### config.mk
export PLATFORM = sky130hd
export DESIGN_NAME = seq_divider_flat
export DESIGN_NICKNAME = d
export VERILOG_FILES = /design/src/rtl/seq_divider_if.sv /design/src/rtl/seq_divider.sv /design/src/flat_wrapper.sv
export SDC_FILE = /design/constraint.sdc
export NUM_CORES = 1
export LEC_CHECK = 0
export ABC_AREA = 1
export CAP_MARGIN = 20
export CORE_AREA = 5 5 73 75
export DETAILED_ROUTE_END_ITERATION = 8
export DIE_AREA = 0 0 78 80
export PLACE_DENSITY = 0.86
export SYNTH_ARGS = -nofsm -noshare
export SYNTH_HDL_FRONTEND = slang
export SYNTH_SLANG_ARGS = --single-unit
### constraint.sdc
create_clock -name clk -period 2.2 [get_ports clk]
set_input_delay 0.44 -clock clk [delete_from_list [all_inputs] [get_ports clk]]
set_output_delay 0.44 -clock clk [all_outputs]
set_load 0.01 [all_outputs]
### src/rtl/seq_divider_if.sv
// seq_divider_if: start/busy/done handshake and operand/result bundle for the
// iterative divider. The requester uses the master modport; the divider uses
// the slave modport.
interface seq_divider_if #(
    parameter int WIDTH = 8
);
    logic             start;
    logic [WIDTH-1:0] dividend;
    logic [WIDTH-1:0] divisor;
    logic             busy;
    logic             done;
    logic [WIDTH-1:0] quotient;
    logic [WIDTH-1:0] remainder;
    logic             div_by_zero;

    modport master (
        output start, dividend, divisor,
        input  busy, done, quotient, remainder, div_by_zero
    );

    modport slave (
        input  start, dividend, divisor,
        output busy, done, quotient, remainder, div_by_zero
    );
endinterface

### src/rtl/seq_divider.sv
// seq_divider: radix-2 unsigned restoring divider, one quotient bit per clock.
// A start accepted in IDLE or DONE takes WIDTH RUN cycles, then presents
// quotient/remainder/div_by_zero with a one-cycle done pulse. Results are held
// until the next accepted start. Reset is synchronous and active-low.
// Optional build macro SEQ_DIV_ZERO_FAST_EN: a start with divisor == 0 skips
// RUN and goes straight to DONE (same result values, busy never rises).
module seq_divider #(
    parameter int WIDTH = 8
) (
    input  logic          clk,
    input  logic          rst_n,
    seq_divider_if.slave  bus
);
    localparam int CNT_W = (WIDTH > 1) ? $clog2(WIDTH) : 1;

    typedef enum logic [1:0] {
        IDLE = 2'd0,
        RUN  = 2'd1,
        DONE = 2'd2
    } state_t;

    state_t           state;
    state_t           state_next;
    logic [CNT_W-1:0] count;

    // Working registers: partial remainder, shifting dividend/quotient, divisor.
    logic [WIDTH-1:0] r_work;
    logic [WIDTH-1:0] q_work;
    logic [WIDTH-1:0] divisor_q;

    // One restoring step, computed from the working registers.
    logic [WIDTH:0]   r_shift;
    logic [WIDTH-1:0] r_next;
    logic [WIDTH-1:0] q_next;

    logic accept;
    logic zero_fast;
    logic last_iter;

    // A start is only looked at when the divider is not mid-operation.
    assign accept    = ((state == IDLE) || (state == DONE)) && bus.start;
    assign last_iter = (state == RUN) && (count == CNT_W'(WIDTH - 1));

`ifdef SEQ_DIV_ZERO_FAST_EN
    assign zero_fast = accept && (bus.divisor == '0);
`else
    assign zero_fast = 1'b0;
`endif

    // State register.
    always_ff @(posedge clk) begin
        // NOTE: sequential state uses non-blocking assignments so every flop
        // samples pre-edge values regardless of block ordering.
        if (!rst_n) state <= IDLE;
        else        state <= state_next;
    end

    // Next-state decode and handshake outputs.
    always_comb begin
        // NOTE: defaults first so every path assigns every output (no latches).
        state_next = state;
        bus.busy   = 1'b0;
        bus.done   = 1'b0;
        case (state)
            IDLE: begin
                if (accept) state_next = zero_fast ? DONE : RUN;
            end
            RUN: begin
                bus.busy = 1'b1;
                if (last_iter) state_next = DONE;
            end
            DONE: begin
                bus.done = 1'b1;
                if (accept) state_next = zero_fast ? DONE : RUN;
                else        state_next = IDLE;
            end
            default: state_next = IDLE;
        endcase
    end

    // One restoring iteration: shift in the next dividend bit, trial-subtract.
    // The shifted value carries the guard bit; after a successful subtract the
    // difference is below the divisor, so WIDTH bits hold the new remainder.
    always_comb begin
        r_shift = {r_work, q_work[WIDTH-1]};
        r_next  = r_shift[WIDTH-1:0];
        q_next  = {q_work[WIDTH-2:0], 1'b0};
        if (r_shift >= {1'b0, divisor_q}) begin
            r_next = r_shift[WIDTH-1:0] - divisor_q;
            q_next = {q_work[WIDTH-2:0], 1'b1};
        end
    end

    // Iteration counter: restarts on every accepted start, steps during RUN.
    always_ff @(posedge clk) begin
        if (!rst_n)             count <= '0;
        else if (accept)        count <= '0;
        else if (state == RUN)  count <= count + 1'b1;
    end

    // Working datapath: load operands on accept, iterate during RUN.
    always_ff @(posedge clk) begin
        // NOTE: no reset here; these are always loaded on accept before use,
        // and only the result registers below are architecturally visible.
        if (accept) begin
            r_work    <= '0;
            q_work    <= bus.dividend;
            divisor_q <= bus.divisor;
        end else if (state == RUN) begin
            r_work <= r_next;
            q_work <= q_next;
        end
    end

    // Result registers: change only on entry to DONE (or reset), so they stay
    // stable throughout RUN.
    always_ff @(posedge clk) begin
        if (!rst_n) begin
            bus.quotient    <= '0;
            bus.remainder   <= '0;
            bus.div_by_zero <= 1'b0;
        end else if (last_iter) begin
            bus.quotient    <= q_next;
            bus.remainder   <= r_next;
            bus.div_by_zero <= (divisor_q == '0);
        end else if (zero_fast) begin
            bus.quotient    <= '1;
            bus.remainder   <= bus.dividend;
            bus.div_by_zero <= 1'b1;
        end
    end
endmodule

### src/flat_wrapper.sv
// flat-port wrapper written by rule: the top's interface ports become plain ports
module seq_divider_flat 
#(
    parameter int WIDTH = 8
)
  (clk, rst_n, bus_start, bus_dividend, bus_divisor, bus_busy, bus_done, bus_quotient, bus_remainder, bus_div_by_zero);
  seq_divider_if #(.WIDTH(WIDTH)) bus_i ();
  input  logic clk;
  input  logic rst_n;
  input wire logic [$bits(bus_i.start)-1:0] bus_start;
  input wire logic [$bits(bus_i.dividend)-1:0] bus_dividend;
  input wire logic [$bits(bus_i.divisor)-1:0] bus_divisor;
  output wire logic [$bits(bus_i.busy)-1:0] bus_busy;
  output wire logic [$bits(bus_i.done)-1:0] bus_done;
  output wire logic [$bits(bus_i.quotient)-1:0] bus_quotient;
  output wire logic [$bits(bus_i.remainder)-1:0] bus_remainder;
  output wire logic [$bits(bus_i.div_by_zero)-1:0] bus_div_by_zero;
  assign bus_i.start = bus_start;
  assign bus_i.dividend = bus_dividend;
  assign bus_i.divisor = bus_divisor;
  assign bus_busy = bus_i.busy;
  assign bus_done = bus_i.done;
  assign bus_quotient = bus_i.quotient;
  assign bus_remainder = bus_i.remainder;
  assign bus_div_by_zero = bus_i.div_by_zero;
  seq_divider #(.WIDTH(WIDTH)) u_core (.clk(clk), .rst_n(rst_n), .bus(bus_i));
endmodule
# Word level (Yosys, flattened, before mapping)
# Cells that the tools add are included.
[totals]
regBits = 46
elab_cells = 35
output_inout_bits = 19
inputBits = 19
[classes]
add_sub_neg = 2
eq_ne = 5
n_reduce_logical = 8
n_mux = 10
n_lt_le_gt_ge = 1
bitwise = 1
[ops]
columns = ["op", "n"]
rows = [
  ["$mux W8", 3],
  ["$ge A9 B8 Y1", 1],
  ["$logic_not A8 Y1", 1],
  ["$sub A8 B8 Y8", 1],
  ["$pmux W2 S3", 1],
  ["$mux W1", 4],
  ["$mux W2", 2],
  ["$ne A2 B1 Y1 const B", 2],
  ["$add A3 B1 Y3 const B", 1],
  ["$eq A3 B3 Y1 const B", 1],
  ["$eq A2 B1 Y1 const B", 1],
  ["$eq A2 B2 Y1 const B", 1],
  ["$logic_and A1 B1 Y1", 2],
  ["$logic_not A2 Y1", 1],
  ["$reduce_and A2 Y1", 1],
  ["$reduce_bool A2 Y1", 1],
  ["$reduce_or A2 Y1", 1],
  ["$logic_or A1 B1 Y1", 1],
  ["$not A1 Y1", 1],
]

# Depth between registers and ports, before layout
# Gate-level depths: netlist (run 1).
[depth]
depth_word = 5
mapped_depth = 13
mapped_depth_nobuf = 13

# Least setup slack after synthesis (run 1)
# Ideal clock, no wire load.
[synth_path]
path_type = "reg2reg"
from = "reg u_core.divisor_q[6]"
to = "reg u_core.bus.remainder[7]"
t_arrival_ns = 1.510
setup_slack_ns = 0.581
synth_period_minus_slack_ns = 1.619
path_buffers = 0
stages_incl_launch_ff = 13
path_cell_list = "edfxtp_1 > inv_1 > ha_1 > nand2_1 > nand2_2 > nand2_2 > nand2_2 > nor2_4 > nand2_8 > nand2_4 > nand3_1 > nand2_1 > inv_1"
[synth_between]
elab_chain_cells = 2
word_cells_on_any_way = 3
cone_classes = "add/sub: 1; order compare: 1; mux: 1"
[synth_rtl]
columns = ["item", "line", "text"]
rows = [
  ["start: declaration", "seq_divider.sv:29", "logic [WIDTH-1:0] divisor_q;"],
  ["start signal: assignment", "seq_divider.sv:108", "divisor_q <= bus.divisor;"],
  ["$sub A8 B8 Y8 or $ge A9 B8 Y1 (tied branches)", "seq_divider.sv:89, seq_divider.sv:88", ""],
  ["$mux W8 *", "seq_divider.sv:88", "if (r_shift >= {1'b0, divisor_q}) begin"],
  ["end signal: assignment", "seq_divider.sv:124", "bus.remainder <= r_next;"],
  ["end signal: assignment", "seq_divider.sv:128", "bus.remainder <= bus.dividend;"],
  ["end: declaration", "seq_divider_if.sv:23", "output busy, done, quotient, remainder, div_by_zero"],
]
# Mark *: on every way between the ends. The rest lies on a longest branch, timed or not.
# A chain may end at the register's enable or synchronous reset.

# Worst setup path in the final report (run 1)
[layout_path]
from = "reg u_core.state[0]"
to = "out bus_busy"
[layout_between]
elab_chain_cells = 2
[layout_rtl]
columns = ["item", "line", "text"]
rows = [
  ["start: declaration", "seq_divider.sv:22", "state_t state;"],
  ["start signal: assignment", "seq_divider.sv:55", "else state <= state_next;"],
  ["$eq A2 B1 Y1", "seq_divider.sv:64", "case (state)"],
  ["$mux W1", "seq_divider.sv:64", ""],
  ["end: declaration", "flat_wrapper.sv:13", "output wire logic [$bits(bus_i.busy)-1:0] bus_busy;"],
]
# Every way passes these cells.

==> flow_summary.ini, run 1 <==
[outcome]
outcome = finished clean

[global_routing]
antenna_found_initial = 0
grt_pass1_vias = 1896
grt-ovfl-total = 0
grt_usage_pct = 17.98
grt_pass1_wl_um = 8735
grt_max_degree = 16

[pwr]
power_density_nw_per_um2 = 1001
power_mw = 2.891
p_leak_nw = 1.405
peakVddDrop_v = 0.0005321

[cells_and_area]
area_growth_pct = 22.44
multi_input_comb_area_um2 = 1070
regArea_um2 = 1081
final_nets = 365
drive_gt1_share_pct = 11.31
diodes = 0
fillers = 385

[logic_synthesis]
synthAdderAreaFrac_pct = 6.154
async_flop_share_pct = 0
synth-compound-area-share_pct = 6.737
synth_xor_area_share_pct = 1.114
synth_flop_cell = dfxtp_1
muxShareOfSynthArea_pct = 0
ys_warn_count = 0
synth_top_family_by_area = simple AND/OR/NAND/NOR gates
synth-simple-area-share_pct = 31.35
ys_types = 31
syn_nets = 322
synth_seq_cells = 46
yosysSeqAreaShare_pct = 45.84
syn_avg_cell_area_um2 = 8.077
syn_inst = 292
synth-edff-count = 16
post_synth_instance_area_um2 = 2359

[min_path]
hold_start = u_core.count[1]
holdPathEnd = u_core.count[1]
hold_depth = 2
hold_class = reg2reg

[worst_setup_path]
r2r_end = u_core.bus.remainder[1]
worstSetupStartpoint = u_core.state[0]
critPathKind = reg2out
crit_fanout = 14
r2r-start = u_core.divisor_q[6]
r2r_cells = 12
cp.required_ns = 1.76
critPathCaptureType = output pin
critPathLaunchType = flop
arrival_ns = 1.61
r2r_slack_ns = 0.33

[floorplanning]
die_h_um = 80
die_w_um = 78
std_cell_rows = 25
ios = 38
start_util_pct = 51.29
core_area_um2 = 4598
die_area_um2 = 6240

[sta]
max_slew_margin_pct = 75.51
post-route-period-util_pct = 93.35
clock.fmax_mhz = 487.0
slew_violations = 0
setup-tns-final_ns = 0
grt_setup_unrepaired = false
worst_slew_pin_slew_ns = 0.3641
holdWs_ns = 0.4712
fin_crit_ns = 2.054
finalClockSkew_ns = 0.006045
hold_viol = 0
setup_viol = 0

[clock_tree]
cts_num_sinks = 46
cts_buffers = 5
htree_num_levels = 2
cts_hold_buf = 0
cts_setup_buffers = 0
clk_latency_ns = 0.30
ctsLongestPathBuffers = 2
cts_tree = yes
cts-resized-gates = 0
clk_pin_slew_ns = 0.09
cts-root-buf = clkbuf_8

[detailed_routing]
routed_wl_um = 5280
drtIter0Drc = 196
vias = 2017
wl_per_cell_um = 13.54
drcViolationCount = 0
drt_pre_antenna_iters = 4
postRouteAntennaNets = 0
via_per_inst = 5.172

[placement]
port_buffers = 37
gp_congestion = 0.9537
dpl.hpwl_um = 4045

[job]
maxCapViolations = 0
power breakdown:
group          internal [mW]  switching [mW]  total [mW]
combinational          0.441           0.748        1.19
clock                  0.295           0.301       0.596
sequential              1.00           0.103        1.11
total                   1.74            1.15        2.89
flip-flops by register name (all words and copies together), names as in the netlist:
| signal | cells |
|---|---|
| u_core.bus.remainder | 8 |
| u_core.divisor_q | 8 |
| u_core.q_work | 8 |
| u_core.count | 3 |
| u_core.bus.quotient | 8 |
| u_core.r_work | 8 |
| u_core.bus.div_by_zero | 1 |
| u_core.state | 2 |
cells in the final DEF (no fill, tap or decap), drive strengths merged:
master,instances
a21oi,6
a211oi,1
edfxtp,16
or2,1
clkdlybuf4s50,37
nand4,1
a31oi,1
buf,5
inv,40
o21a,9
o21bai,1
fa,1
clkinv,3
xnor2,3
clkbuf,6
nor2,25
ha,10
nand3,26
o21ai,8
nand2,103
nor3,1
nor4,2
dfxtp,30
per-stage QoR:
stage / setup WS, ns / instance area (µm²) / util, % / instances
6_report: 0.1464 / 2888 / 62.80 / 390
5_1_grt: 0.03470 / 2888 / 62.80 / 390
4_1_cts: 0.1271 / 2888 / 62.80 / 390
3_5_place_dp: 0.3584 / 2780 / 60.46 / 382
3_3_place_gp: 0.4071 / 2780 / 60.46 / 382
2_1_floorplan: 0.5814 / 2359 / - / 292
worst max-delay path by stage:
stage,endpoint,slack (ns),cells after the start
6_report,bus_busy,0.15,3
5_1_grt,bus_busy,0.03,3
4_1_cts,bus_busy,0.13,3
3_5_place_dp,u_core.bus.remainder[1],0.36,12
3_3_place_gp,u_core.bus.remainder[7],0.41,12
2_1_floorplan,u_core.bus.remainder[7],0.58,12
logic make-up after synthesis:
group           Yosys count
simple gates            159
fa+ha+maj                11
compound gates           26
buf+inv                  47
xor+xnor                  3
flops                    46
final cells by class:
class                   instances  area share, %
repair buffers                 42          14.12
clock inverters                 2         0.4766
well taps                      54          2.340
inverters                      41          5.329
flip-flops and latches         46          37.44
clock buffers                   6          3.250
multi-input cells             199          37.05
cells in the mapped netlist, types with 2 or more instances:
master    number  area, µm²
nor4_1         2      12.51
nor2_4         3      33.78
o21ai_0        8      40.04
nand3_1       25      125.1
edfxtp_1      16      480.5
nand2_2       11      68.82
nor2_1        20      75.07
o21a_1         9      67.56
clkinv_1       2      7.510
ha_1          10      125.1
nor2_2         2      12.51
inv_1         36      135.1
dfxtp_1       30      600.6
nand2_4        2      22.52
buf_6          2      22.52
xnor2_1        3      26.28
a21oi_1        6      30.03
clkbuf_1       2      7.510
nand2_1       89      334.1
inv_2          3      11.26
routing by layer:
layer  wire (µm)  track usage (%)  vias to the layer above
li1            -                -                     1011
met1        2282            22.43                      922
met2        2548            29.63                       75
met3         343            4.289                        9
met4         106            7.601                        0
met5           0                0                        -
critical path, cell delays in order (launching register included):
cell and delay (ns):
dfxtp_1 0.33, inv_1 0.07, nor2_4 0.29, clkdlybuf4s50_1 0.61
No activity file was read; power rests on OpenSTA's default activity.
==> run 2, diff against run 1 <==
Settings changed: SLEW_MARGIN set to 20.
==> results of run 2 <==
Final layout, timing and power as in run 1 (identical DEF).
==> patch 1, RTL diff (config.mk and constraints of run 1) <==
The 3 states of `state_t` get a one-hot encoding in 3 bits.
--- a/src/rtl/seq_divider.sv
+++ b/src/rtl/seq_divider.sv
@@ -14,8 +14,8 @@
     localparam int CNT_W = (WIDTH > 1) ? $clog2(WIDTH) : 1;
 
-    typedef enum logic [1:0] {
-        IDLE = 2'd0,
-        RUN  = 2'd1,
-        DONE = 2'd2
+    typedef enum logic [2:0] {
+        IDLE = 3'b001,
+        RUN  = 3'b010,
+        DONE = 3'b100
     } state_t;
 
Formal check against the unedited RTL: no difference found for any inputs over 10 cycles, from zero or initial values and one cycle with rst_n low; not proved beyond that.
==> patch 1 against run 1 <==
  * Sequential cell count is 1 higher
  * Sequential share of layout area is 0.83 points higher
  * Worst setup slack better by 0.028 ns
  * Global-route usage is 0.60 points lower
  * Die area stayed put
  * Critical endpoint unchanged
  * First-iteration DRC count is 31% lower
  * Worst hold slack better by 0.011 ns
  * Routed wire length is 4.4% lower
  * Synthesized area is 0.32% higher
  * Final area is 0.35% lower
Power is not compared: it rests on default switching activity, and its combinational part moved more than twofold at a synthesized area within 25%.
==> patch 1: results (changes against run 1) <==
* **worst reg2reg path startpoint** u_core.state[2], was u_core.divisor_q[6]
* **via count of the first global-routing pass** 1888, was 1896
* **R2R cell count** 7, was 12
* **Place WS** 0.06116 ns, was 0.3584 ns
* **Storage cell area** 0.001101 mm2, was 0.001081 mm2
* **Fin Hold WS** 0.4820 ns, was 0.4712 ns
* **detailed-route wire length per cell** 12.55 um, was 13.54 um
* **clock network area share** 0.03043, was 0.03726
* **proportion of synthesized chip area in sequential cells** 0.4654, was 0.4584
* **multi-input combinational cell count** 212, was 199
* **share of final layout cell area taken by non-clock buffers** 0.1365, was 0.1412
* **Area contributors post-synth** sky130_fd_sc_hd__dfxtp_1, sky130_fd_sc_hd__edfxtp_1, sky130_fd_sc_hd__nand2_1, unchanged
* **number of signal-net buffers in the layout** 40, was 42
* **total instance count after detailed placement** 394, was 382
* **Worst Min Path Start** u_core.bus.div_by_zero, was u_core.count[1]
* **starting DRC count in detailed routing** 135, was 196
* **largest net degree at the start of global routing** 26, was 16
* **Area growth, synth to finish** 21.63%, was 22.44%
* **global placement routability congestion** 0.8866, was 0.9537
* **count of filler cells inserted in the layout** 411, was 385
* **CP Data Arrival Time** 1.59 ns, was 1.61 ns
* **destination of the worst hold path** u_core.bus.div_by_zero, was u_core.count[1]
* **outcome** complete, no violations, unchanged
* **number of unique standard cell types used by synthesis** 30, was 31
* **Avg Synthesized Cell Area** 7.707 um2, was 8.077 um2
* **synthesized-area fraction occupied by ao, oa, aoi and oai cells** 0.04442, was 0.06737
* **minimum clock period** 2.026 ns, was 2.054 ns
* **maximum fanout along the worst path** 4, was 14
* **clock tree buffer count of the final layout** 5, was 6
* **number of nets at the end of the flow** 377, was 365
* **via density per instance** 4.891, was 5.172
* **wire length of the first global-routing pass** 8.625 mm, was 8.735 mm
* **Worst R2R Setup Slack** 0.22 ns, was 0.33 ns
* **GR Layer Usage met3** 0.03273, was 0.04289
* **area after detailed placement** 0.002786 mm2, was 0.002780 mm2
* **met1 layer usage reported by global route** 0.2184, was 0.2243
* **post-synthesis instance area** 0.002366 mm2, was 0.002359 mm2
* **leading cell types by count after synthesis** sky130_fd_sc_hd__nand2_1, sky130_fd_sc_hd__nor2_1, sky130_fd_sc_hd__inv_1, was sky130_fd_sc_hd__nand2_1, sky130_fd_sc_hd__inv_1, sky130_fd_sc_hd__dfxtp_1
* **overall global routing resource usage** 0.1738, was 0.1798
* **total length of routed met2 wires** 2.438 mm, was 2.548 mm
* **HPWL Detailed** 3.782 mm, was 4.045 mm
* **source of the critical timing path** u_core.state[1], was u_core.state[0]
* **share of post-route cells with drive strength above 1** 0.09195, was 0.1131
* **peak supply drop** 0.3552 mV
-- patch 1: cell types whose count changed after synthesis, moves of 2 or more --
cell                      before  now
sky130_fd_sc_hd__nand2_2      11    9
sky130_fd_sc_hd__nand2_1      89   93
sky130_fd_sc_hd__o21a_1        9    0
sky130_fd_sc_hd__nor2_4        3    0
sky130_fd_sc_hd__nor2_2        2    0
sky130_fd_sc_hd__nor2_1       20   43
sky130_fd_sc_hd__o21ai_2       0    2
-- patch 1: power groups by stage --
stage / Combinational [W] / Clock (W) / Sequential, W
6_report: 0.000200 / 0.000520 / 0.000958
5_1_grt: 0.000224 / 0.000566 / 0.000961
4_1_cts: 0.000199 / 0.000532 / 0.000957
3_5_place_dp: 0.000197 / 0 / 0.000977
3_3_place_gp: 0.000193 / 0 / 0.000975
2_1_floorplan: 0.000133 / 0 / 0.000971
-- patch 1: kinds of logic after synthesis --
family,Yosys count
and+or+nand+nor,180
AOI/OAI and AO/OA,17
buffers and inverters,48
adders and majority gates,11
DFF,47
xor gates and xnor gates,4
==> patch 2, RTL diff (settings of run 1) <==
Without the edit above. Add a define of `SEQ_DIV_ZERO_FAST_EN`.
--- a/src/rtl/seq_divider.sv
+++ b/src/rtl/seq_divider.sv
@@ -5,4 +5,6 @@
 // Optional build macro SEQ_DIV_ZERO_FAST_EN: a start with divisor == 0 skips
 // RUN and goes straight to DONE (same result values, busy never rises).
+`define SEQ_DIV_ZERO_FAST_EN
+
 module seq_divider #(
     parameter int WIDTH = 8
Function: changed (a bounded check fails within 4 cycles, from zero or initial values and one cycle with rst_n low).
==> patch 2 against run 1 <==
  * Total power shrank 6.8%
  * Via count is 4.7% higher
  * Cell count is 2.1% higher
  * Final area increased by 4.5%
  * Register-to-register slack got worse by 0.10 ns
  * Count of clock-buffer cells in the layout rose by 1
  * Critical path type is now reg2reg
  * Largest power group is now sequential cells
  * Sequential cell count did not move
  * Synthesized area increased by 3.3%
  * Worst setup slack better by 0.082 ns
  * Routed wire length grew 7.8%
==> patch 2: results (changes against run 1) <==
* **starting DRC count in detailed routing** 128, was 196
* **Post-Route M1 WL** 2.439 mm, was 2.282 mm
* **family with the most delay on the worst path** adder cells, was buffers and inverters
* **via density per instance** 5.307, was 5.172
* **number of nets at the end of the flow** 373, was 365
* **HPWL Detailed** 4.448 mm, was 4.045 mm
* **met3 WL** 363 um, was 343 um
* **worst setup skew after layout** 0.006644 ns, was 0.006045 ns
* **outcome** complete, no violations, unchanged
* **Synthesized Nets** 330, was 322
* **normalized max-slew margin** 0.6862, was 0.7551
* **largest net degree at the start of global routing** 17, was 16
* **leading cell types by count after synthesis** sky130_fd_sc_hd__nand2_1, sky130_fd_sc_hd__inv_1, sky130_fd_sc_hd__dfxtp_1, sky130_fd_sc_hd__o21ai_0, sky130_fd_sc_hd__nor2_1, was sky130_fd_sc_hd__nand2_1, sky130_fd_sc_hd__inv_1, sky130_fd_sc_hd__dfxtp_1
* **overall global routing resource usage** 0.1912, was 0.1798
* **proportion of synthesized chip area in sequential cells** 0.4435, was 0.4584
* **Area contributors post-synth** sky130_fd_sc_hd__dfxtp_1, sky130_fd_sc_hd__edfxtp_1, sky130_fd_sc_hd__nand2_1, unchanged
* **LEAKAGE** 1.389 nW, was 1.405 nW
* **number of unique standard cell types used by synthesis** 39, was 31
* **synthesized-area fraction occupied by xor and xnor cells** 0.01078, was 0.01114
* **R2R cell count** 10, was 12
* **drt pass-1 iters** 5, was 4
* **Post-Synthesis Cells** 300, was 292
* **CP Data Arrival Time** 2.19 ns, was 1.61 ns
* **Critical Path Slowest Stage Cell** sky130_fd_sc_hd__fa_1, was sky130_fd_sc_hd__clkdlybuf4s50_1
* **maximum fanout along the worst path** 2, was 14
* **global placement routability congestion** 0.9389, was 0.9537
* **Critical Path Max Stage Delay** 0.43 ns, was 0.61 ns
* **count of filler cells inserted in the layout** 333, was 385
==> patch 2: cell types whose count changed after synthesis, moves of 4 or more <==
cell,change
sky130_fd_sc_hd__a21oi_1,+6
sky130_fd_sc_hd__inv_1,+5
sky130_fd_sc_hd__o21ai_1,+4
sky130_fd_sc_hd__a21oi_2,+5
sky130_fd_sc_hd__nand3_1,-8
sky130_fd_sc_hd__o21ai_0,+22
sky130_fd_sc_hd__o21a_1,-8
sky130_fd_sc_hd__nand2_1,-28
==> patch 2: worst paths after layout <==
| path | to | slack [ns] |
|---|---|---|
| max | u_core.bus.remainder[6] | 0.23 |
| max reg2reg | u_core.bus.remainder[6] | 0.23 |
| min | u_core.count[1] | 0.47 |
| min reg2reg | u_core.count[1] | 0.47 |
==> patch 2: final cells by class <==
| cell class | count | area [um2] | area share |
|---|---|---|---|
| Clock buffer | 7 | 107.6 | 0.03566 |
| Clock inverter | 1 | 30.03 | 0.009950 |
| Inverter | 46 | 172.7 | 0.05721 |
| Multi-Input combinational cell | 199 | 1129 | 0.3740 |
| Sequential cell | 46 | 1081 | 0.3582 |
| Tap cell | 54 | 67.56 | 0.02239 |
| Timing Repair Buffer | 45 | 430.4 | 0.1426 |
==> patch 2: power by group <==
group / leakage [nW] / switching [W] / internal, W
Combinational: 0.919 / 0.000568 / 0.000350
Clock: 0.0696 / 0.000299 / 0.000439
Sequential: 0.401 / 0.0000640 / 0.000976
==> patch 2: kinds of logic after synthesis <==
kind of cell | count (synthesis)
xor+xnor | 3
fa+ha+maj | 11
buf+inv | 55
compound gates | 60
simple gates | 125
flops | 46
==> patch 2: routing by layer <==
layer / up-vias / global-route usage
li1: 1061 / -
met1: 967 / 0.2180
met2: 77 / 0.3514
met3: 7 / 0.04176
met4: 0 / 0.06250
met5: - / 0
==> patch 2: worst register-to-register path, delay by kind of cell (launching register included) <==
family / cells / cell delay (ns)
adders and majority gates: 2 / 0.69
and+or+nand+nor: 6 / 0.52
DFF: 1 / 0.41
AOI/OAI and AO/OA: 1 / 0.23
buffers and inverters: 1 / 0.05
==> patch 2: through the flow <==
stage	hold WS, ns	total power (W)	setup WS, ns
after floorplan	0.4438	0.001779	0.4314
after global placement	0.4528	0.001940	0.1018
after detailed placement	0.4626	0.001968	0.05427
after CTS	0.4752	0.002689	0.1546
after global routing	0.5023	0.002844	0.07774
final	0.4712	0.002695	0.2284
